--- src/rtl/timer_pkg.sv ---
// Shared kitchen-timer definitions: entry FSM states, cursor codes, digit limits.
package timer_pkg;

    typedef enum logic [1:0] {
        ST_IDLE   = 2'd0,
        ST_EDIT   = 2'd1,
        ST_COMMIT = 2'd2
    } state_t;

    localparam logic [1:0] CUR_MIN0 = 2'd3;
    localparam logic [1:0] CUR_MIN1 = 2'd2;
    localparam logic [1:0] CUR_SEC0 = 2'd1;
    localparam logic [1:0] CUR_SEC1 = 2'd0;

    localparam logic [3:0] TENS_MAX = 4'd5;
    localparam logic [3:0] ONES_MAX = 4'd9;

    // Tens positions (MM tens, SS tens) stop at 5, ones positions at 9.
    function automatic logic [3:0] digit_max(input logic [1:0] cur);
        return (cur == CUR_MIN0 || cur == CUR_SEC0) ? TENS_MAX : ONES_MAX;
    endfunction

    function automatic logic [3:0] digit_inc(input logic [3:0] d, input logic [3:0] max);
        return (d >= max) ? 4'd0 : d + 4'd1;
    endfunction

    function automatic logic [3:0] digit_dec(input logic [3:0] d, input logic [3:0] max);
        return (d == 4'd0 || d > max) ? max : d - 4'd1;
    endfunction

endpackage

--- src/rtl/btn_debounce.sv ---
// Raw push-button conditioning: 2-flop synchronizer, stability counter,
// one-cycle pulse on the accepted rising edge.
module btn_debounce
    import timer_pkg::*;
#(
    parameter int DEBOUNCE_CYCLES = 1_000_000
) (
    input  logic clk,
    input  logic reset,
    input  logic btn,
    output logic press
);

    localparam int CNT_W = $clog2(DEBOUNCE_CYCLES + 1);
    localparam logic [CNT_W-1:0] CNT_LAST = CNT_W'(DEBOUNCE_CYCLES - 1);

    logic             sync_p0;
    logic             sync_p1;
    logic             level;
    logic             level_d;
    logic [CNT_W-1:0] cnt;

    // Synchronize, accept a new level after it has persisted, then edge-detect.
    always_ff @(posedge clk) begin
        if (reset) begin
            sync_p0 <= 1'b0;
            sync_p1 <= 1'b0;
            level   <= 1'b0;
            level_d <= 1'b0;
            cnt     <= '0;
            press   <= 1'b0;
        end else begin
            sync_p0 <= btn;
            sync_p1 <= sync_p0;
            if (sync_p1 != level) begin
                if (cnt == CNT_LAST) begin
                    level <= sync_p1;
                    cnt   <= '0;
                end else begin
                    cnt <= cnt + CNT_W'(1);
                end
            end else begin
                cnt <= '0;
            end
            level_d <= level;
            press   <= level & ~level_d;
        end
    end

endmodule

--- src/rtl/time_entry.sv ---
// Front-panel MM:SS entry: four debounced buttons edit BCD digits, a commit
// converts them to binary minutes/seconds and strobes load for one cycle.
module time_entry
    import timer_pkg::*;
#(
    parameter int DEBOUNCE_CYCLES = 1_000_000
) (
    input  logic       clk,
    input  logic       reset,
    input  logic       enable,
    input  logic       btn_set,
    input  logic       btn_sel,
    input  logic       btn_inc,
    input  logic       btn_dec,
    output logic [5:0] min_set,
    output logic [5:0] sec_set,
    output logic       load,
    output logic [3:0] min0,
    output logic [3:0] min1,
    output logic [3:0] sec0,
    output logic [3:0] sec1,
    output logic [1:0] cursor,
    output logic       editing
);

    logic set_ev;
    logic sel_ev;
    logic inc_ev;
    logic dec_ev;

    btn_debounce #(.DEBOUNCE_CYCLES(DEBOUNCE_CYCLES)) u_db_set (
        .clk(clk), .reset(reset), .btn(btn_set), .press(set_ev));
    btn_debounce #(.DEBOUNCE_CYCLES(DEBOUNCE_CYCLES)) u_db_sel (
        .clk(clk), .reset(reset), .btn(btn_sel), .press(sel_ev));
    btn_debounce #(.DEBOUNCE_CYCLES(DEBOUNCE_CYCLES)) u_db_inc (
        .clk(clk), .reset(reset), .btn(btn_inc), .press(inc_ev));
    btn_debounce #(.DEBOUNCE_CYCLES(DEBOUNCE_CYCLES)) u_db_dec (
        .clk(clk), .reset(reset), .btn(btn_dec), .press(dec_ev));

    state_t state_q;
    state_t state_d;
    logic   enter_edit;
    logic   do_sel;
    logic   do_inc;
    logic   do_dec;

    logic [3:0] sel_digit;
    logic [3:0] sel_max;
    logic [3:0] new_digit;
    logic [5:0] min_bin;
    logic [5:0] sec_bin;

    // State register.
    always_ff @(posedge clk) begin
        if (reset) begin
            state_q <= ST_IDLE;
        end else begin
            state_q <= state_d;
        end
    end

    // Next state and one-hot edit actions; enable loss beats set, set > sel > inc > dec.
    always_comb begin
        state_d    = state_q;
        enter_edit = 1'b0;
        do_sel     = 1'b0;
        do_inc     = 1'b0;
        do_dec     = 1'b0;
        case (state_q)
            ST_IDLE: begin
                if (set_ev && enable) begin
                    state_d    = ST_EDIT;
                    enter_edit = 1'b1;
                end
            end
            ST_EDIT: begin
                if (!enable) begin
                    state_d = ST_IDLE;
                end else if (set_ev) begin
                    state_d = ST_COMMIT;
                end else if (sel_ev) begin
                    do_sel = 1'b1;
                end else if (inc_ev) begin
                    do_inc = 1'b1;
                end else if (dec_ev) begin
                    do_dec = 1'b1;
                end
            end
            ST_COMMIT: begin
                state_d = ST_IDLE;
            end
            default: begin
                state_d = ST_IDLE;
            end
        endcase
    end

    // Selected digit, its stepped value, and BCD->binary (x*10 = x<<3 + x<<1).
    always_comb begin
        case (cursor)
            CUR_MIN0: sel_digit = min0;
            CUR_MIN1: sel_digit = min1;
            CUR_SEC0: sel_digit = sec0;
            default:  sel_digit = sec1;
        endcase
        sel_max   = digit_max(cursor);
        new_digit = do_inc ? digit_inc(sel_digit, sel_max)
                           : digit_dec(sel_digit, sel_max);
        min_bin   = ({2'b00, min0} << 3) + ({2'b00, min0} << 1) + {2'b00, min1};
        sec_bin   = ({2'b00, sec0} << 3) + ({2'b00, sec0} << 1) + {2'b00, sec1};
    end

    // Registered outputs: digits, cursor, status flags and committed values.
    always_ff @(posedge clk) begin
        if (reset) begin
            min0    <= 4'd0;
            min1    <= 4'd0;
            sec0    <= 4'd0;
            sec1    <= 4'd0;
            cursor  <= CUR_MIN0;
            editing <= 1'b0;
            load    <= 1'b0;
            min_set <= 6'd0;
            sec_set <= 6'd0;
        end else begin
            editing <= (state_d == ST_EDIT);
            load    <= (state_d == ST_COMMIT);
            if (enter_edit) begin
                cursor <= CUR_MIN0;
            end else if (do_sel) begin
                cursor <= cursor - 2'd1;
            end
            if (do_inc || do_dec) begin
                case (cursor)
                    CUR_MIN0: min0 <= new_digit;
                    CUR_MIN1: min1 <= new_digit;
                    CUR_SEC0: sec0 <= new_digit;
                    default:  sec1 <= new_digit;
                endcase
            end
            if (state_d == ST_COMMIT) begin
                min_set <= min_bin;
                sec_set <= sec_bin;
            end
        end
    end

endmodule

--- config.mk ---
export PLATFORM = sky130hd
export DESIGN_NAME = time_entry
export DESIGN_NICKNAME = d
export VERILOG_FILES = /design/src/rtl/timer_pkg.sv /design/src/rtl/btn_debounce.sv /design/src/rtl/time_entry.sv
export SDC_FILE = /design/constraint.sdc
export NUM_CORES = 1
export LEC_CHECK = 0
export ABC_CLOCK_PERIOD_IN_PS = 3600
export CAP_MARGIN = 20
export CELL_PAD_IN_SITES_DETAIL_PLACEMENT = 2
export CELL_PAD_IN_SITES_GLOBAL_PLACEMENT = 2
export CORE_MARGIN = 3
export CORE_UTILIZATION = 37
export CTS_BUF_LIST = sky130_fd_sc_hd__clkbuf_16
export CTS_CLUSTER_DIAMETER = 200
export DETAILED_ROUTE_END_ITERATION = 8
export PLACE_DENSITY_LB_ADDON = 0.1
export SLEW_MARGIN = 15
export SYNTH_ARGS = -nofsm -noshare
export SYNTH_HDL_FRONTEND = slang
export SYNTH_SLANG_ARGS = --single-unit
--- constraint.sdc ---
create_clock -name clk -period 3.6 [get_ports clk]
set_input_delay 0.72 -clock clk [delete_from_list [all_inputs] [get_ports clk]]
set_output_delay 0.72 -clock clk [all_outputs]
set_load 0.03 [all_outputs]
## Word-level counts from Yosys, hierarchy flattened

Cells that the tools add are included.
Widths: inputs -> output; s select.

- Flip-flop bits (word level): 134
- Bits of input ports: 7
- Output and inout port bits: 32
- Logic and storage cells: 120

- $add $sub $neg: 11
- $lt $le $gt $ge: 2
- Equality and inequality tests: 14
- Multiplexer cells: 26
- Bitwise operators: 13
- Reductions and logical operators: 20

Operator list:

| operator | number |
|---|---|
| $add 20x1->20 const B | 4 |
| $eq 20x20->1 const B | 4 |
| $mux 1 | 17 |
| $mux 4 | 4 |
| $reduce_and 2->1 | 8 |
| $reduce_or 3->1 | 5 |
| $add 6x4->6 | 2 |
| $add 6x5->6 | 2 |
| $pmux 4 s3 | 1 |
| $not 1->1 | 9 |
| $eq 2x1->1 const B | 3 |
| $eq 2x2->1 const B | 3 |
| $mux 2 | 3 |
| $add 4x1->4 const B | 1 |
| $and 1x1->1 | 4 |
| $ge 4x4->1 | 1 |
| $gt 4x4->1 | 1 |
| $logic_not 4->1 | 1 |
| $ne 1x1->1 | 4 |
| $pmux 2 s2 | 1 |
| $sub 4x1->4 const B | 1 |
| $logic_or 1x1->1 | 3 |
| $logic_not 2->1 | 1 |
| $reduce_or 2->1 | 1 |
| 2 further kinds | 2 |

## Longest topological paths before layout

Gate-level depths: netlist of the first run.

- Depth after elaboration: 8
- Mapped depth: 12
- Mapped depth without buffers: 12

## By module

From an unflattened synthesis of the first run, not the netlist that was laid out.

- Cells, all modules: 716
- Area total of the unflattened synthesis: 6448.7 um2

Modules (own cells, without submodules):

| module | instances | cells each | area an instance (um2) | sequential area each (um2) |
|---|---|---|---|---|
| btn_debounce at u_db_dec ... | 3 | 119 | 1074.8 | 500.5 |
| time_entry | 1 | 238 | 2099.5 | 680.7 |
| btn_debounce at u_db_set | 1 | 121 | 1124.8 | 500.5 |

## Worst setup path before layout of the first run

No wires, ideal clock.

- Kind: flip-flop to flip-flop
- Start: register cursor[0]
- End: register min0[1]
- Library setup time: 79 ps
- Data arrival time: 2992 ps
- Data required time: 3521 ps
- Slack: 529 ps
- Cell stages (with the launch flop): 12
- Path buffers: 0
- Period minus slack after synthesis: 3071 ps
- Cells stage by stage: dfxtp_1 inv_1 ha_1 a222oi_1 a21oi_1 ha_1 nand2_1 a211oi_1 o32ai_1 or3_4 o31a_4 a211oi_2

- Word-level cells in the longest chain between the ends: 7
- Elaborated cells between the ends (all ways): 16
- Classes of those cells: 2 x add/sub; 2 x order compare; 3 x eq/ne; 5 x mux; 4 x reduce/logical

RTL lines:

| element | RTL line | RTL |
|---|---|---|
| from (decl) | time_entry.sv:22 | `output logic [1:0] cursor,` |
| from (signal assigned) | time_entry.sv:131 | `cursor <= cursor - 2'd1;` |
| $eq 2x2->1 / $eq 2x1->1 (equally long branches) | timer_pkg.sv:20, time_entry.sv:100, time_entry.sv:134 |  |
| $logic_or 1x1->1 | timer_pkg.sv:20 | `return (cur == CUR_MIN0 \|\| cur == CUR_SEC0) ? TENS_MAX : ONES_MAX;` |
| $mux 4 | timer_pkg.sv:20 |  |
| $gt 4x4->1 | timer_pkg.sv:28 | `return (d == 4'd0 \|\| d > max) ? max : d - 4'd1;` |
| $logic_or 1x1->1 | timer_pkg.sv:28 |  |
| $mux 4 | timer_pkg.sv:28 |  |
| $mux 4 | time_entry.sv:107 | `new_digit = do_inc ? digit_inc(sel_digit, sel_max)` |
| to (signal assigned) | time_entry.sv:135 | `CUR_MIN0: min0 <= new_digit;` |
| to (decl) | time_entry.sv:18 | `output logic [3:0] min0,` |

Parallel ways exist; a longest one is shown, timed or not.
A chain may end at the register's enable or synchronous reset.

## Worst setup path after layout of the first run

- Start: register cursor[0]
- End: register min1[0]

- Word-level cells in the longest chain between the ends: 7
- Elaborated cells between the ends (all ways): 16
- Classes of those cells: 2 x add/sub; 2 x order compare; 3 x eq/ne; 5 x mux; 4 x reduce/logical

RTL lines:

| element | RTL line | RTL |
|---|---|---|
| $eq 2x2->1 / $eq 2x1->1 (equally long branches) | timer_pkg.sv:20, time_entry.sv:100 |  |
| $logic_or 1x1->1 | timer_pkg.sv:20 |  |
| $mux 4 | timer_pkg.sv:20 |  |
| $gt 4x4->1 | timer_pkg.sv:28 |  |
| $logic_or 1x1->1 | timer_pkg.sv:28 |  |
| $mux 4 | timer_pkg.sv:28 |  |
| $mux 4 | time_entry.sv:107 |  |
| to (signal assigned) | time_entry.sv:136 | `CUR_MIN1: min1 <= new_digit;` |
| to (decl) | time_entry.sv:19 | `output logic [3:0] min1,` |

Parallel ways exist; a longest one is shown, timed or not.

==> qor.csv, run 1 <==
stage,metric,value,unit
yosys,"flops & latches, synth",134,
cells_and_area,P&R area growth vs syn,19.7,%
routing,drt pass-1 iters,8,
yosys,count of cell types in the netlist,44,
setup_path,flop2flop setup slack,220,ps
pwr,switching portion of total power,0.205,
pwr,Peak VDD IR,359,µV
clocking,clk_lat worst skew,420,ps
global_route,gr ovfl total,0,
setup_path,"slowest stage delay, CP",410,ps
global_route,first-pass GRT wire length,26900,µm
timing,Worst Skew,5.05,ps
timing,Final Hold Viols,0,
routing,Routed WL,16200,µm
pwr,Net Switching,0.000678,W
global_route,total track usage,0.189,
global_route,initial antenna violation count,0,
yosys,post-synthesis cell area,6010,µm²
routing,WL met3,356,µm
floorplanning,# IOs,39,
clocking,Worst-path clk slew,60,ps
timing,Final Max Tran Viols,0,
outcome,status,"complete, no violations",
routing,DRT iter0 DRCs,199,
clocking,clock root cell,clkbuf_16,
global_route,pin count of the biggest net entering global routing,34,
yosys,ys async rst share,0,
placement,routability-driven placement congestion ratio,0.826,
yosys,post-synthesis sequential area ratio,0.446,
routing,met2 WL,8430,µm
routing,DRT antenna net count,0,
timing,Max-slew headroom,0.314,
setup_path,CP Max Fanout,6,
timing,Slew @ Worst Pin,1020,ps
cells_and_area,fill count,1692,
yosys,post-synth net total,705,
clocking,H-Tree Depth,4,
clocking,CTS Buffer Depth,2,
timing,Final setup viols,0,
timing,Setup TNS,0,ps
yosys,synth warn,0,
clocking,total CTS buffers,17,
cells_and_area,layout cells sized above 1,0.0571,
placement,input/output buffers,38,
cells_and_area,Diodes inserted,0,
setup_path,Worst path slowest cell,a2111oi_1,
pwr,clock group share of total power,0.540,
cells_and_area,"commonest non-fill, non-tap cells in the layout","dfxtp_1 (133), nor2_1 (120), nand2_1 (45)",
pwr,Seq pwr share,0.450,
setup_path,WP data required,3880,ps
cells_and_area,Nets,743,
pwr,Pint,0.00264,W
placement,hpwl dp,11300,µm
routing,Metal-1 WL,7230,µm
pwr,PD cells,461,nW/µm²
routing,wire length per cell,17.5,µm
setup_path,most frequent cell on the critical path,inv_1,
cells_and_area,area of the multi-input gates,3180,µm²
yosys,Synth Instances,667,
yosys,Post-synth EDFFs,0,
pwr,Comb pwr share,0.010,
clocking,clk sinks,134,
floorplanning,Die Wd,133,µm
setup_path,Startpoint Class,register,
yosys,Mean Syn Cell Area,9.01,µm²
clocking,Post-CTS Hold Buffers,0,
setup_path,Crit. End Element,register,
routing,total number of vias,4816,
floorplanning,Die ar.,17800,µm²
setup_path,worst path cell trace,inv_1 -> ha_1 -> inv_1 -> a21oi_1 -> inv_1 -> ha_1 -> nor2b_1 -> a2111oi_1 -> a311oi_2 -> o21ai_0 -> a21boi_2 -> a211oi_1,
routing,DR top layer,met4,
setup_path,"Arr. time, crit path",3660,ps
job,Max-Cap Viols,0,
floorplanning,initial cell density of the core,0.387,
pwr,Static Leak,2.54,nW
setup_path,critical path class,register to register,
yosys,Main synth FF type,dfxtp_1,
hold_path,Hold WC Path Type,register to register,
timing,hold slack final,385,ps
global_route,vias in the first global route,5279,
timing,fin crit share,0.939,
timing,min Tclk post-route,3380,ps
clocking,TritonCTS clock tree,done,
timing,RSZ-0062 raised after global routing,false,
floorplanning,die span in y,133,µm
cells_and_area,register area,2680,µm²
cells_and_area,"most common cell after layout, fill and taps aside",dfxtp_1,
routing,vias per std cell,5.18,
routing,DRC,0,
floorplanning,Core Area,15500,µm²
floorplanning,std cell rows,45,
timing,highest clock rate,296,MHz
## per-stage QoR
step,cells,total power [W],utilization,worst slack (ps),cell area (µm²)
final,929,0.00332,0.463,220,7190
after detailed placement,896,0.00156,0.423,107,6570
after floorplan,667,0.00154,-,529,6010
after CTS,928,0.00336,0.461,41.1,7170
after global placement,896,0.00156,0.423,435,6570
after global routing,929,0.00344,0.463,4.40,7190
## cells in the mapped netlist, types with 3 or more instances
library cell	count	area [µm²]
nand2_1	45	169
and4_1	5	43.8
nor3_1	12	60.1
a211oi_2	4	50.1
nor2_1	120	450
o211ai_1	3	22.5
xnor2_1	44	385
dfxtp_1	134	2680
o21ai_0	8	40.0
xor2_1	40	350
mux2i_1	4	40.0
a222oi_1	4	40.0
fa_1	4	80.1
or3_1	7	43.8
ha_1	27	338
buf_1	4	15.0
nand3_1	37	185
and2_1	5	31.3
a21oi_1	18	90.1
nand3b_1	3	22.5
a311oi_1	9	78.8
nor4_1	8	50.1
nor2b_1	24	150
a211oi_1	9	67.6
clkbuf_1	16	60.1
and3_1	18	113
inv_1	18	67.6
nand4_1	15	93.8
## worst max-delay path, delay by kind of cell (launching register included)
| kind | cells | cell delay (ps) |
|---|---|---|
| AND/OR/NAND/NOR | 1 | 170 |
| AO/OA/AOI/OAI | 6 | 1720 |
| flip-flops | 1 | 350 |
| buffers and inverters | 3 | 470 |
| adder cells (fa/ha/maj) | 2 | 530 |
## worst paths after layout
| check | startpoint | to | cells after the start |
|---|---|---|---|
| max reg2reg | cursor[0] | min1[0] | 12 |
| min | u_db_set.level_d | u_db_set.press | 1 |
| min reg2reg | u_db_set.level_d | u_db_set.press | 1 |
| max | cursor[0] | min1[0] | 12 |
## sequential cells by signal, indices dropped and copies added, names as in the netlist, 2 cells and up
name and cells:
u_db_dec.cnt 20, u_db_inc.cnt 20, u_db_sel.cnt 20, u_db_set.cnt 20, min_set 6, sec_set 6, min0 4, min1 4
sec0 4, sec1 4, cursor 2, state_q 2
## cell type report
class,count,share of cell area
Multi-Input combinational cell,493,0.443
Clock inverter,15,0.0238
Clock buffer,17,0.0591
Timing Repair Buffer,41,0.0553
Sequential cell,134,0.373
Inverter,18,0.00939
Tap cell,211,0.0367
## power by group through the flow
stage / clock, W / sequential [W] / combinational (W)
final: 0.00179 / 0.00149 / 0.0000342
after global routing: 0.00191 / 0.00149 / 0.0000386
after CTS: 0.00183 / 0.00149 / 0.0000355
after detailed placement: 0 / 0.00152 / 0.0000354
after global placement: 0 / 0.00152 / 0.0000333
after floorplan: 0 / 0.00152 / 0.0000209
## cell families (layout without fill, tap and decap cells)
group | count (synthesis) | after routing | share of synthesized area
muxes | 4 | 4 | 0.00666
buffers and inverters | 40 | 91 | 0.0262
xor gates and xnor gates | 84 | 84 | 0.122
and+or+nand+nor | 307 | 307 | 0.247
DFF | 134 | 134 | 0.446
AOI/OAI and AO/OA | 67 | 67 | 0.0822
adders and majority gates | 31 | 31 | 0.0695
## repair_timing
item | in CTS | in global routing
gates resized for setup | 1 | 6
buffers inserted | 0 | 1
pin swaps | 0 | 3
endpoints found under the setup margin | 4 | 16
## per-layer routing
| layer | vias to the layer above | GRT usage |
|---|---|---|
| li1 | 2351 | - |
| met5 | - | 0 |
| met2 | 32 | 0.339 |
| met4 | 0 | 0.0640 |
| met1 | 2413 | 0.224 |
| met3 | 20 | 0.0408 |
Note: power is estimated with default switching activity, not from simulation.
==> inputs of run 2 (changes only) <==
- CORE_MARGIN: 3 -> not set
==> qor.csv, run 2 (synthesis results as in run 1) <==
stage,metric,value,unit
routing,DRT iter0 DRCs,121,
cells_and_area,layout cells sized above 1,0.0543,
routing,vias per std cell,5.19,
setup_path,most frequent cell on the critical path,inv_1,
setup_path,Startpoint Class,register,
global_route,initial antenna violation count,0,
global_route,first-pass GRT wire length,26000,µm
cells_and_area,final non-filler cell total,934,
cells_and_area,"commonest non-fill, non-tap cells in the layout","dfxtp_1 (134), nor2_1 (120), nand2_1 (45)",
clocking,TritonCTS clock tree,done,
placement,Cells after DPL,902,
placement,routability-driven placement congestion ratio,0.867,
cells_and_area,P&R area growth vs syn,18.9,%
setup_path,Worst path slowest cell,a2111oi_0,
job,Max-Cap Viols,0,
timing,min Tclk post-route,3400,ps
global_route,pin count of the biggest net entering global routing,33,
timing,Final setup viols,0,
outcome,status,"complete, no violations",
setup_path,worst path cell trace,inv_1 -> ha_1 -> inv_1 -> a21oi_1 -> inv_1 -> ha_1 -> nor2b_1 -> a2111oi_0 -> a311oi_1 -> o21ai_0 -> a21boi_1 -> a211oi_1,
routing,Routed WL,15900,µm
clocking,H-Tree Depth,4,
setup_path,WP data required,3890,ps
floorplanning,die span in y,129,µm
pwr,PD cells,442,nW/µm²
placement,input/output buffers,38,
setup_path,worst-case reg-to-reg path depth,12,
cells_and_area,Diodes inserted,0,
cells_and_area,register area,2680,µm²
routing,DRC,0,
global_route,gr ovfl total,0,
global_route,vias in the first global route,5206,
routing,wire length per cell,17.0,µm
setup_path,reg-to-reg endpoint,sec1[0],
clocking,Worst-path clk slew,60,ps
cells_and_area,Nets,744,
setup_path,"Arr. time, crit path",3690,ps
hold_path,hold path depth,1,
cells_and_area,"most common cell after layout, fill and taps aside",dfxtp_1,
routing,drt pass-1 iters,5,
setup_path,CP top delay family,compound AO/OA/AOI/OAI gates,
timing,Slew @ Worst Pin,701,ps
floorplanning,Die Wd,129,µm
setup_path,"slowest stage delay, CP",430,ps
clocking,Post-CTS Hold Buffers,0,
cells_and_area,area of the multi-input gates,3170,µm²
floorplanning,Die ar.,16800,µm²
clocking,total CTS buffers,17,
setup_path,critical path class,register to register,
timing,Final Max Tran Viols,0,
timing,highest clock rate,294,MHz
setup_path,WP buf/inv,3,
floorplanning,std cell rows,46,
timing,Setup TNS,0,ps
cells_and_area,fill count,1732,
clocking,clk sinks,134,
routing,DRT antenna net count,0,
pwr,Peak VDD IR,319,µV
timing,Worst Skew,6.02,ps
setup_path,worst setup path start,cursor[0],
floorplanning,Core Area,15900,µm²
routing,total number of vias,4848,
setup_path,flop2flop setup slack,200,ps
setup_path,Crit. End Element,register,
clocking,clock root cell,clkbuf_16,
setup_path,cell depth of the worst setup path,12,
setup_path,CP Max Fanout,6,
timing,RSZ-0062 raised after global routing,false,
hold_path,Hold WC Path Type,register to register,
setup_path,worst r2r src,cursor[0],
hold_path,HP Start,u_db_set.level_d,
floorplanning,# IOs,39,
floorplanning,initial cell density of the core,0.378,
global_route,total track usage,0.203,
placement,hpwl dp,11200,µm
timing,fin crit share,0.945,
timing,Max-slew headroom,0.533,
hold_path,worst hold endpoint,u_db_set.press,
timing,Final Hold Viols,0,
clocking,CTS Buffer Depth,2,
clocking,clk_lat worst skew,430,ps
pwr,Static Leak,2.52,nW
-- run 2: cell types whose count changed in the layout (fill, tap and decap cells not counted), sizes merged --
cell,delta
buf,+1
bufinv,-2
clkinv,+2
inv,-1
-- run 2: layout make-up --
type / count / area share
inverters: 18 / 0.00946
well taps: 216 / 0.0378
flip-flops and latches: 134 / 0.375
repair buffers: 42 / 0.0567
clock inverters: 14 / 0.0170
clock buffers: 17 / 0.0595
multi-input cells: 493 / 0.444
-- run 2: report_power, final --
| group | total [W] | switching, W | internal, W | leakage (nW) |
|---|---|---|---|---|
| combinational | 0.0000343 | 0.0000228 | 0.0000115 | 1.16 |
| clock | 0.00163 | 0.000641 | 0.000993 | 0.276 |
| sequential | 0.00149 | 0.00000306 | 0.00149 | 1.08 |
| total | 0.00316 | 0.000667 | 0.00249 | 2.52 |
-- run 2: how the worst max path moves through the flow --
stage,to,slack [ps]
detailed placement,min1[0],180
global route,sec1[3],8
floorplan,min0[1],530
global placement,sec1[0],460
finish,sec1[0],200
CTS,sec1[0],30
-- run 2: layer usage --
metal,global-route usage,vias to the layer above,part of all wire
met2,0.358,39,0.52
met5,0,-,0
met3,0.0516,21,0.027
met1,0.234,2428,0.44
li1,-,2360,-
met4,0.0807,0,0.016
-- run 2: stage by stage --
step | cell area [µm²] | hold slack (ps) | utilization | power, W | setup WS, ps
after floorplan | 6010 | 367 | - | 0.00154 | 529
final | 7150 | 385 | 0.450 | 0.00316 | 197
after detailed placement | 6590 | 378 | 0.415 | 0.00156 | 179
after CTS | 7130 | 386 | 0.449 | 0.00321 | 26.9
after global placement | 6590 | 373 | 0.415 | 0.00156 | 460
after global routing | 7150 | 402 | 0.450 | 0.00328 | 8.08
-- run 2: timing repair --
| item | in CTS | in global routing |
|---|---|---|
| setup buffers | 0 | 1 |
| setup endpoints to repair | 0 | 9 |
| gates resized for setup | 0 | 2 |
==> inputs of run 3 (changes only) <==
- SETUP_SLACK_MARGIN: not set -> 0.05
- SKIP_LAST_GASP: not set -> 1
==> qor.csv, run 3 (synthesis results as in run 1) <==
stage,metric,value,unit
cells_and_area,layout cells sized above 1,0.0584,
placement,routability-driven placement congestion ratio,0.867,
cells_and_area,fill count,1729,
floorplanning,# IOs,39,
clocking,Worst-path clk slew,60,ps
routing,wire length per cell,17.1,µm
clocking,total CTS buffers,17,
routing,DR top layer,met4,
floorplanning,Core Area,15900,µm²
timing,Max-slew headroom,0.532,
routing,vias per std cell,5.19,
timing,Final setup viols,0,
setup_path,WP buf/inv,1,
timing,Final Hold Viols,0,
routing,Metal-1 WL,7020,µm
setup_path,Worst path slowest cell,dfxtp_1,
pwr,switching portion of total power,0.211,
timing,RSZ-0062 raised after global routing,false,
setup_path,CP top delay family,compound AO/OA/AOI/OAI gates,
clocking,clock root cell,clkbuf_16,
global_route,vias in the first global route,5206,
setup_path,cell depth of the worst setup path,11,
cells_and_area,"commonest non-fill, non-tap cells in the layout","dfxtp_1 (134), nor2_1 (120), nand2_1 (45)",
routing,DRT antenna net count,0,
setup_path,"slowest stage delay, CP",430,ps
setup_path,WP data required,3950,ps
cells_and_area,Diodes inserted,0,
pwr,clock group share of total power,0.517,
setup_path,Worst setup endpoint,min1[1],
global_route,pin count of the biggest net entering global routing,33,
floorplanning,initial cell density of the core,0.378,
setup_path,CP Max Fanout,6,
timing,Worst Skew,6.02,ps
clocking,clk sinks,134,
pwr,Pint,0.00249,W
global_route,total track usage,0.203,
timing,highest clock rate,295,MHz
floorplanning,die span in y,129,µm
setup_path,flop2flop setup slack,210,ps
routing,drt pass-1 iters,4,
pwr,Comb pwr share,0.011,
setup_path,Startpoint Class,register,
outcome,status,"complete, no violations",
routing,met2 WL,8260,µm
floorplanning,Die Wd,129,µm
placement,input/output buffers,38,
setup_path,worst path cell trace,inv_1 -> ha_1 -> a222oi_1 -> a21oi_1 -> ha_1 -> nand2_1 -> a211oi_1 -> o32ai_1 -> or3_4 -> o31a_4 -> a211oi_2,
setup_path,reg-to-reg endpoint,min1[1],
clocking,H-Tree Depth,4,
setup_path,most frequent cell on the critical path,ha_1,
placement,pre-CTS setup slack,179,ps
timing,Setup TNS,0,ps
hold_path,HP Start,u_db_set.level_d,
timing,min Tclk post-route,3390,ps
job,Max-Cap Viols,0,
clocking,CTS Buffer Depth,2,
routing,total number of vias,4852,
floorplanning,Die ar.,16800,µm²
cells_and_area,P&R area growth vs syn,19.2,%
pwr,PD cells,441,nW/µm²
cells_and_area,"most common cell after layout, fill and taps aside",dfxtp_1,
pwr,Static Leak,2.52,nW
cells_and_area,Nets,745,
setup_path,critical path class,register to register,
pwr,Seq pwr share,0.472,
routing,DRC,0,
global_route,first-pass GRT wire length,26000,µm
timing,fin crit share,0.941,
routing,WL met3,410,µm
floorplanning,std cell rows,46,
timing,Final Max Tran Viols,0,
pwr,Net Switching,0.000667,W
placement,hpwl dp,11200,µm
clocking,clk_lat worst skew,430,ps
setup_path,Crit. End Element,register,
clocking,TritonCTS clock tree,done,
hold_path,Hold WC Path Type,register to register,
setup_path,worst r2r src,cursor[0],
setup_path,worst-case reg-to-reg path depth,11,
hold_path,hold path depth,1,
global_route,initial antenna violation count,0,
routing,DRT iter0 DRCs,119,
timing,setup ws final,211,ps
pwr,Peak VDD IR,319,µV
setup_path,worst setup path start,cursor[0],
global_route,gr ovfl total,0,
setup_path,"Arr. time, crit path",3740,ps
timing,Slew @ Worst Pin,702,ps
routing,Routed WL,15900,µm
[run 3: cell count changes in the layout (fill, tap and decap cells not counted)]
cell	before	now
a2111oi_0	1	0
buf_4	4	5
a311oi_1	9	8
a21boi_1	1	0
a311oi_2	0	1
a21boi_2	0	1
a2111oi_1	0	1
[run 3: layout make-up]
class / instances / area, µm² / area share
well taps: 216 / 270 / 0.0377
clock inverters: 14 / 121 / 0.0169
inverters: 18 / 67.6 / 0.00943
repair buffers: 43 / 413 / 0.0576
flip-flops and latches: 134 / 2680 / 0.374
multi-input cells: 493 / 3180 / 0.444
clock buffers: 17 / 425 / 0.0594
[run 3: how the worst min path moves through the flow]
stage | slack (ps) | end
after floorplan | 370 | u_db_dec.press
after global placement | 370 | u_db_inc.press
after detailed placement | 380 | u_db_set.press
after CTS | 390 | u_db_set.press
after global routing | 400 | u_db_set.press
final | 380 | u_db_set.press
[run 3: layer usage]
metal | global-route usage | vias to the layer above
met5 | 0 | -
met4 | 0.0807 | 0
met3 | 0.0516 | 21
met2 | 0.358 | 33
met1 | 0.234 | 2437
li1 | - | 2361
[run 3: what timing repair did]
item                                    4_1_cts  5_1_grt
hold buffers                                  0        0
setup buffers                                 0        2
endpoints found under the setup margin        3       12
pin swaps                                     0        3
resized for setup                             1        4
[run 3: through the flow]
step,hold slack (ps),utilization,power (W),instance area (µm²),cells
after CTS,386,0.449,0.00321,7130,933
after global placement,373,0.415,0.00156,6590,902
final,385,0.451,0.00316,7160,935
after floorplan,367,-,0.00154,6010,667
after detailed placement,378,0.415,0.00156,6590,902
after global routing,402,0.451,0.00328,7160,935
[run 3: worst reg2reg max path, delay by kind of cell (launching register included)]
family	cells	cell delay, ps
adder cells (fa/ha/maj)	2	710
AO/OA/AOI/OAI	6	1520
AND/OR/NAND/NOR	2	490
buffers and inverters	1	160
flip-flops	1	430
[run 3: power by group through the flow]
stage | registers [W] | logic (W) | clock network, W
2_1_floorplan | 0.00152 | 0.0000209 | 0
3_3_place_gp | 0.00152 | 0.0000335 | 0
3_5_place_dp | 0.00152 | 0.0000354 | 0
4_1_cts | 0.00149 | 0.0000356 | 0.00168
5_1_grt | 0.00149 | 0.0000382 | 0.00175
6_report | 0.00149 | 0.0000342 | 0.00163
==> RTL edit 1: new RTL, flow settings as in run 2 <==
Put one more register stage on the output `min0`, with the module's reset. The value now appears one clock later. The other outputs are not delayed to match.
--- a/src/rtl/time_entry.sv
+++ b/src/rtl/time_entry.sv
@@ -23,4 +23,6 @@
     output logic       editing
 );
+
+    logic [3:0] min0_s0;
 
     logic set_ev;
@@ -99,5 +101,5 @@
     always_comb begin
         case (cursor)
-            CUR_MIN0: sel_digit = min0;
+            CUR_MIN0: sel_digit = min0_s0;
             CUR_MIN1: sel_digit = min1;
             CUR_SEC0: sel_digit = sec0;
@@ -107,5 +109,5 @@
         new_digit = do_inc ? digit_inc(sel_digit, sel_max)
                            : digit_dec(sel_digit, sel_max);
-        min_bin   = ({2'b00, min0} << 3) + ({2'b00, min0} << 1) + {2'b00, min1};
+        min_bin   = ({2'b00, min0_s0} << 3) + ({2'b00, min0_s0} << 1) + {2'b00, min1};
         sec_bin   = ({2'b00, sec0} << 3) + ({2'b00, sec0} << 1) + {2'b00, sec1};
     end
@@ -114,5 +116,5 @@
     always_ff @(posedge clk) begin
         if (reset) begin
-            min0    <= 4'd0;
+            min0_s0 <= 4'd0;
             min1    <= 4'd0;
             sec0    <= 4'd0;
@@ -133,5 +135,5 @@
             if (do_inc || do_dec) begin
                 case (cursor)
-                    CUR_MIN0: min0 <= new_digit;
+                    CUR_MIN0: min0_s0 <= new_digit;
                     CUR_MIN1: min1 <= new_digit;
                     CUR_SEC0: sec0 <= new_digit;
@@ -146,4 +148,12 @@
     end
 
+    always_ff @(posedge clk) begin
+        if (reset) begin
+            min0 <= '0;
+        end else begin
+            min0 <= min0_s0;
+        end
+    end
+
 endmodule
 
Check against the original RTL: same outputs for any inputs over 10 cycles, from zero or initial values and one cycle with reset high; that may be too few to reach the edited logic, so the function may still have changed.
==> RTL edit 1 against run 2 <==
Wire length is 0.70% lower; critical path depth is 1 lower; sequential cell count is 4 higher; sequential share of layout area is 0.77 points higher; final area is 0.91% higher; synthesized cell count is 1.6% higher; area after synthesis is 1.7% higher; worst setup slack better by 0.11 ns; total power is 1.4% higher; non-clock buffer count is 3 lower; critical endpoint is now min0_s0[1]; largest power group unchanged.
==> RTL edit 1: results (changes against run 2) <==
* DP Cell Count at 908 (+0.67%)
* Register area share after synthesis at 45.21% (+0.57 points)
* DRT iter0 DRCs at 176 (+45%)
* Antenna diodes at 0 (unchanged)
* Hpwl dp at 11290 µm (+0.63%)
* Vias in the first global route at 5283 (+1.5%)
* Pre-Repair DR Iteration Count at 4 (-1)
* Avg WL per Cell at 16.83 µm (-1.2%)
* Worst slack at placement at 0.2470 ns (+0.06751 ns)
* Initial antenna violation count at 0 (unchanged)
* Fill cell count at 1788 (+3.2%)
* Area Overhead vs Synth at 18.00%
* Arr. time, crit path at 3.56 ns (-0.13 ns)
* Synth cell count leaders: 138 x dfxtp_1, 130 x nor2_1, 57 x nand2_1
* Count of different cell masters after synthesis at 46 (+4.5%)
* Pin count of the biggest net entering global routing at 38 (+15%)
* Reg clk slew, reported paths at 0.06 ns (about the same)
* Global-route wire length before repair at 26290 µm (+0.96%)
* Resized cells post-CTS at 0 (unchanged)
* GR Util All Layers at 20.16% (-0.12 points)
* Worst hold path type: reg2reg
* Worst path slowest cell: dfxtp_1
* Clock skew at 0.007154 ns (+0.001131 ns)
* Top sig layer: met4
* Syn Nets at 716 (+1.6%)
* Synth Area per Inst at 9.013 µm² (about the same)
* Met1 wire length at 7065 µm (+1.2%)
* Gpl congestion at 0.8184 (-5.6%)
* Worst vdd ir at 0.3451 mV (+8.3%)
* Cell Area, Placed at 6663 µm² (+1.1%)
* Pleak at 2.531 nW (+0.53%)
* Final net count at 749 (+0.67%)
* Async set-reset flop share out of synthesis at 0% (unchanged)
* Met3 WL at 636 µm (+49%)
* Number of vias per cell at 5.141 (-0.96%)
* Status: completed
* Met2 wire len at 7982 µm (-3.2%)
* CTS Buf Count at 17 (unchanged)
* Post-synthesis xor/xnor area fraction at 12.47% (+0.23 points)
* Synth Area in Adders at 6.839% (-0.12 points)
* Non-filler cells, final at 939 (+0.54%)
* Rel. slew slack at 44.76% (-8.5 points)
* CP max FO at 7 (+1)
* Post-synthesis compound-gate area fraction at 7.412% (-0.81 points)
* Clock Latency Late Sink at 0.42 ns
* Drc violations at 0 (unchanged)
* Mux cell area share after synthesis at 0.6552% (-0.011 points)
* Cells taking the most area after synthesis: dfxtp_1 45%, nor2_1 8.0%, xor2_1 6.6%, xnor2_1 5.9%, ha_1 5.5%
* Layout cell share with drive strength beyond 1 at 5.118% (-0.31 points)
==> RTL edit 1: changes by cell type after synthesis, sizes merged, moves of 5 or more <==
| cell | delta |
|---|---|
| nor2 | +10 |
| xor2 | +6 |
| nand2 | +12 |
| nand3 | -5 |
| and3 | -5 |
==> RTL edit 1: metal layers <==
layer	global-route usage, %	up-vias
li1	-	2352
met1	23.09	2413
met2	35.79	54
met3	5.945	8
met4	6.626	0
met5	0	-
==> RTL edit 1: cells by family after synthesis <==
group                    Yosys count
XOR/XNOR                          87
flip-flops                       138
AO/OA/AOI/OAI                     58
multiplexers                       4
buffers and inverters             39
AND/OR/NAND/NOR                  321
adder cells (fa/ha/maj)           31
==> RTL edit 1: worst paths after layout <==
kind         slack (ns)  depth (start not counted)              to             start
min                0.38                          1  u_db_set.press  u_db_set.level_d
min reg2reg        0.38                          1  u_db_set.press  u_db_set.level_d
max reg2reg        0.31                         11      min0_s0[1]         cursor[0]
max                0.31                         11      min0_s0[1]         cursor[0]
==> RTL edit 1: final cells by class <==
class | count | share of cell area [%]
Clock buffer | 17 | 5.900
Inverter | 14 | 0.7288
Timing Repair Buffer | 39 | 5.310
Clock inverter | 14 | 1.631
Multi-Input combinational cell | 501 | 44.37
Sequential cell | 138 | 38.31
Tap cell | 216 | 3.748
==> RTL edit 1: worst max-delay path, delay by kind of cell, from the launching register on <==
family / cells / cell delay [ns]
fa+ha+maj: 2 / 0.54
flops: 1 / 0.44
compound gates: 4 / 1.32
simple gates: 3 / 0.55
buf+inv: 2 / 0.28
==> RTL edit 1: power breakdown <==
part	internal [mW]	total (mW)	switching [mW]
clock	0.993	1.64	0.642
sequential	1.53	1.54	0.00293
combinational	0.0114	0.0336	0.0222
==> RTL edit 2: new RTL, settings of run 2 <==
Without the edit above. `DEBOUNCE_CYCLES` is set to 1_000_000 in 2 places; all go to 2_000_000.
--- a/src/rtl/btn_debounce.sv
+++ b/src/rtl/btn_debounce.sv
@@ -4,5 +4,5 @@
     import timer_pkg::*;
 #(
-    parameter int DEBOUNCE_CYCLES = 1_000_000
+    parameter int DEBOUNCE_CYCLES = 2_000_000
 ) (
     input  logic clk,
--- a/src/rtl/time_entry.sv
+++ b/src/rtl/time_entry.sv
@@ -4,5 +4,5 @@
     import timer_pkg::*;
 #(
-    parameter int DEBOUNCE_CYCLES = 1_000_000
+    parameter int DEBOUNCE_CYCLES = 2_000_000
 ) (
     input  logic       clk,
Function: no difference found for any inputs over 10 cycles, from zero or initial values and one cycle with reset high; that may be too few to reach the edited logic, so the function may still have changed.
==> RTL edit 2 against run 2 <==
Critical path depth shrank 1; total power up 4.4%; clock skew up 0.0045 ns; sequential share of layout area decreased by 0.76 points; wire length rose by 5.0%; critical path type unchanged; sequential cell count rose by 4; area after synthesis is 5.7% higher; combinational power is essentially flat; non-clock buffer count decreased by 2; final area increased by 5.1%; clock power grew 6%; global-route usage hardly changed; worst setup slack better by 0.045 ns; count of clock-buffer cells in the layout stayed put; largest power group unchanged.
==> RTL edit 2: results (changes against run 2) <==
* Worst path slowest cell: ha_2
* CP max FO at 8 (+2)
* Final Util at 44.99% (about the same)
* Register area share after synthesis at 43.49% (-1.1 points)
* Pin count of the biggest net entering global routing at 28 (-15%)
* Synth cell count leaders: 138 x dfxtp_1, 126 x nor2_1, 72 x nand2_1
* Rel. slew slack at 50.64% (-2.7 points)
* Final net count at 792 (+6.5%)
* Worst vdd ir at 0.3290 mV (+3.3%)
* Layout cell share with drive strength beyond 1 at 6.128% (+0.70 points)
* Gpl congestion at 0.8595 (-0.88%)
* Syn Nets at 754 (+7.0%)
* Count of different cell masters after synthesis at 59 (+34%)
* Sw power at 682.4 µW (+2.3%)
* Pre-Repair DR Iteration Count at 4 (-1)
* Clock skew at 0.01050 ns (+0.004472 ns)
* Cells taking the most area after synthesis: dfxtp_1 43%, nor2_1 7.4%, xor2_1 6.6%, ha_1 5.3%, xnor2_1 5.0%
* Pleak at 2.634 nW (+4.6%)
* Fill cell count at 1816 (+4.8%)
* GR Util All Layers at 20.31% (+0.026 points)
* Status: completed
* Slowest stage delay, CP at 0.45 ns (+0.02 ns)
* Routed wire length at 16710 µm (+5.0%)
* DRT iter0 DRCs at 126 (+4.1%)
* Via count at 5141 (+6.0%)
* Vias in the first global route at 5571 (+7.0%)
RTL edit 2: timing repair:
item,in CTS,in global routing
gates resized for setup,0,4
hold buffers,0,0
endpoints found under the setup margin,0,15
endpoints found under the hold margin,0,0
RTL edit 2: final cells by class:
type,instances,share of cell area (%)
Clock buffer,17,5.662
Multi-Input combinational cell,539,45.70
Sequential cell,138,36.79
Clock inverter,15,2.098
Tap cell,220,3.664
Timing Repair Buffer,40,5.196
Inverter,18,0.8993
RTL edit 2: layer usage:
layer	routed length [µm]	vias to the layer above	track usage [%]	share of wire (%)
li1	-	2533	-	-
met1	7570	2531	24.37	45
met2	8455	65	35.66	51
met3	512	12	4.521	3.1
met4	172	0	6.705	1.0
met5	0	-	0	0
RTL edit 2: cell families after synthesis:
| logic type | count (synthesis) | share of synthesized area [%] |
|---|---|---|
| DFF | 138 | 43.49 |
| buffers and inverters | 39 | 2.777 |
| and+or+nand+nor | 340 | 25.98 |
| xor gates and xnor gates | 84 | 11.58 |
| muxes | 7 | 1.162 |
| AOI/OAI and AO/OA | 77 | 8.430 |
| adders and majority gates | 31 | 6.579 |
RTL edit 2: power by group through the flow:
stage	combinational [mW]	clock [mW]	sequential [mW]
2_1_floorplan	0.0214	0	1.57
6_report	0.0342	1.73	1.54
3_5_place_dp	0.0355	0	1.57
5_1_grt	0.0389	1.85	1.54
4_1_cts	0.0353	1.78	1.54
3_3_place_gp	0.0340	0	1.57
RTL edit 2: critical path, delay by kind of cell, from the launching register on:
family / cells / cell delay, ns
AO/OA/AOI/OAI: 5 / 1.42
adder cells (fa/ha/maj): 2 / 0.77
flip-flops: 1 / 0.40
AND/OR/NAND/NOR: 2 / 0.33
multiplexers: 1 / 0.22
buffers and inverters: 1 / 0.12
RTL edit 2: path summary, 6_finish.rpt:
| check | start | endpoint | slack, ns | depth (start not counted) |
|---|---|---|---|---|
| max | cursor[0] | sec0[0] | 0.24 | 11 |
| min | u_db_sel.level_d | u_db_sel.press | 0.38 | 1 |
| max reg2reg | cursor[0] | sec0[0] | 0.24 | 11 |
| min reg2reg | u_db_sel.level_d | u_db_sel.press | 0.38 | 1 |
RTL edit 2: through the flow:
step / setup TNS, ns / std cells / worst slack [ns] / area (µm²)
after global placement: 0 / 955 / 0.3099 / 6909
after global routing: -0.008806 / 987 / -0.008806 / 7513
after CTS: 0 / 987 / 0.006688 / 7492
final: 0 / 987 / 0.2423 / 7513
after floorplan: 0 / 716 / 0.4093 / 6352
after detailed placement: 0 / 955 / 0.05639 / 6909
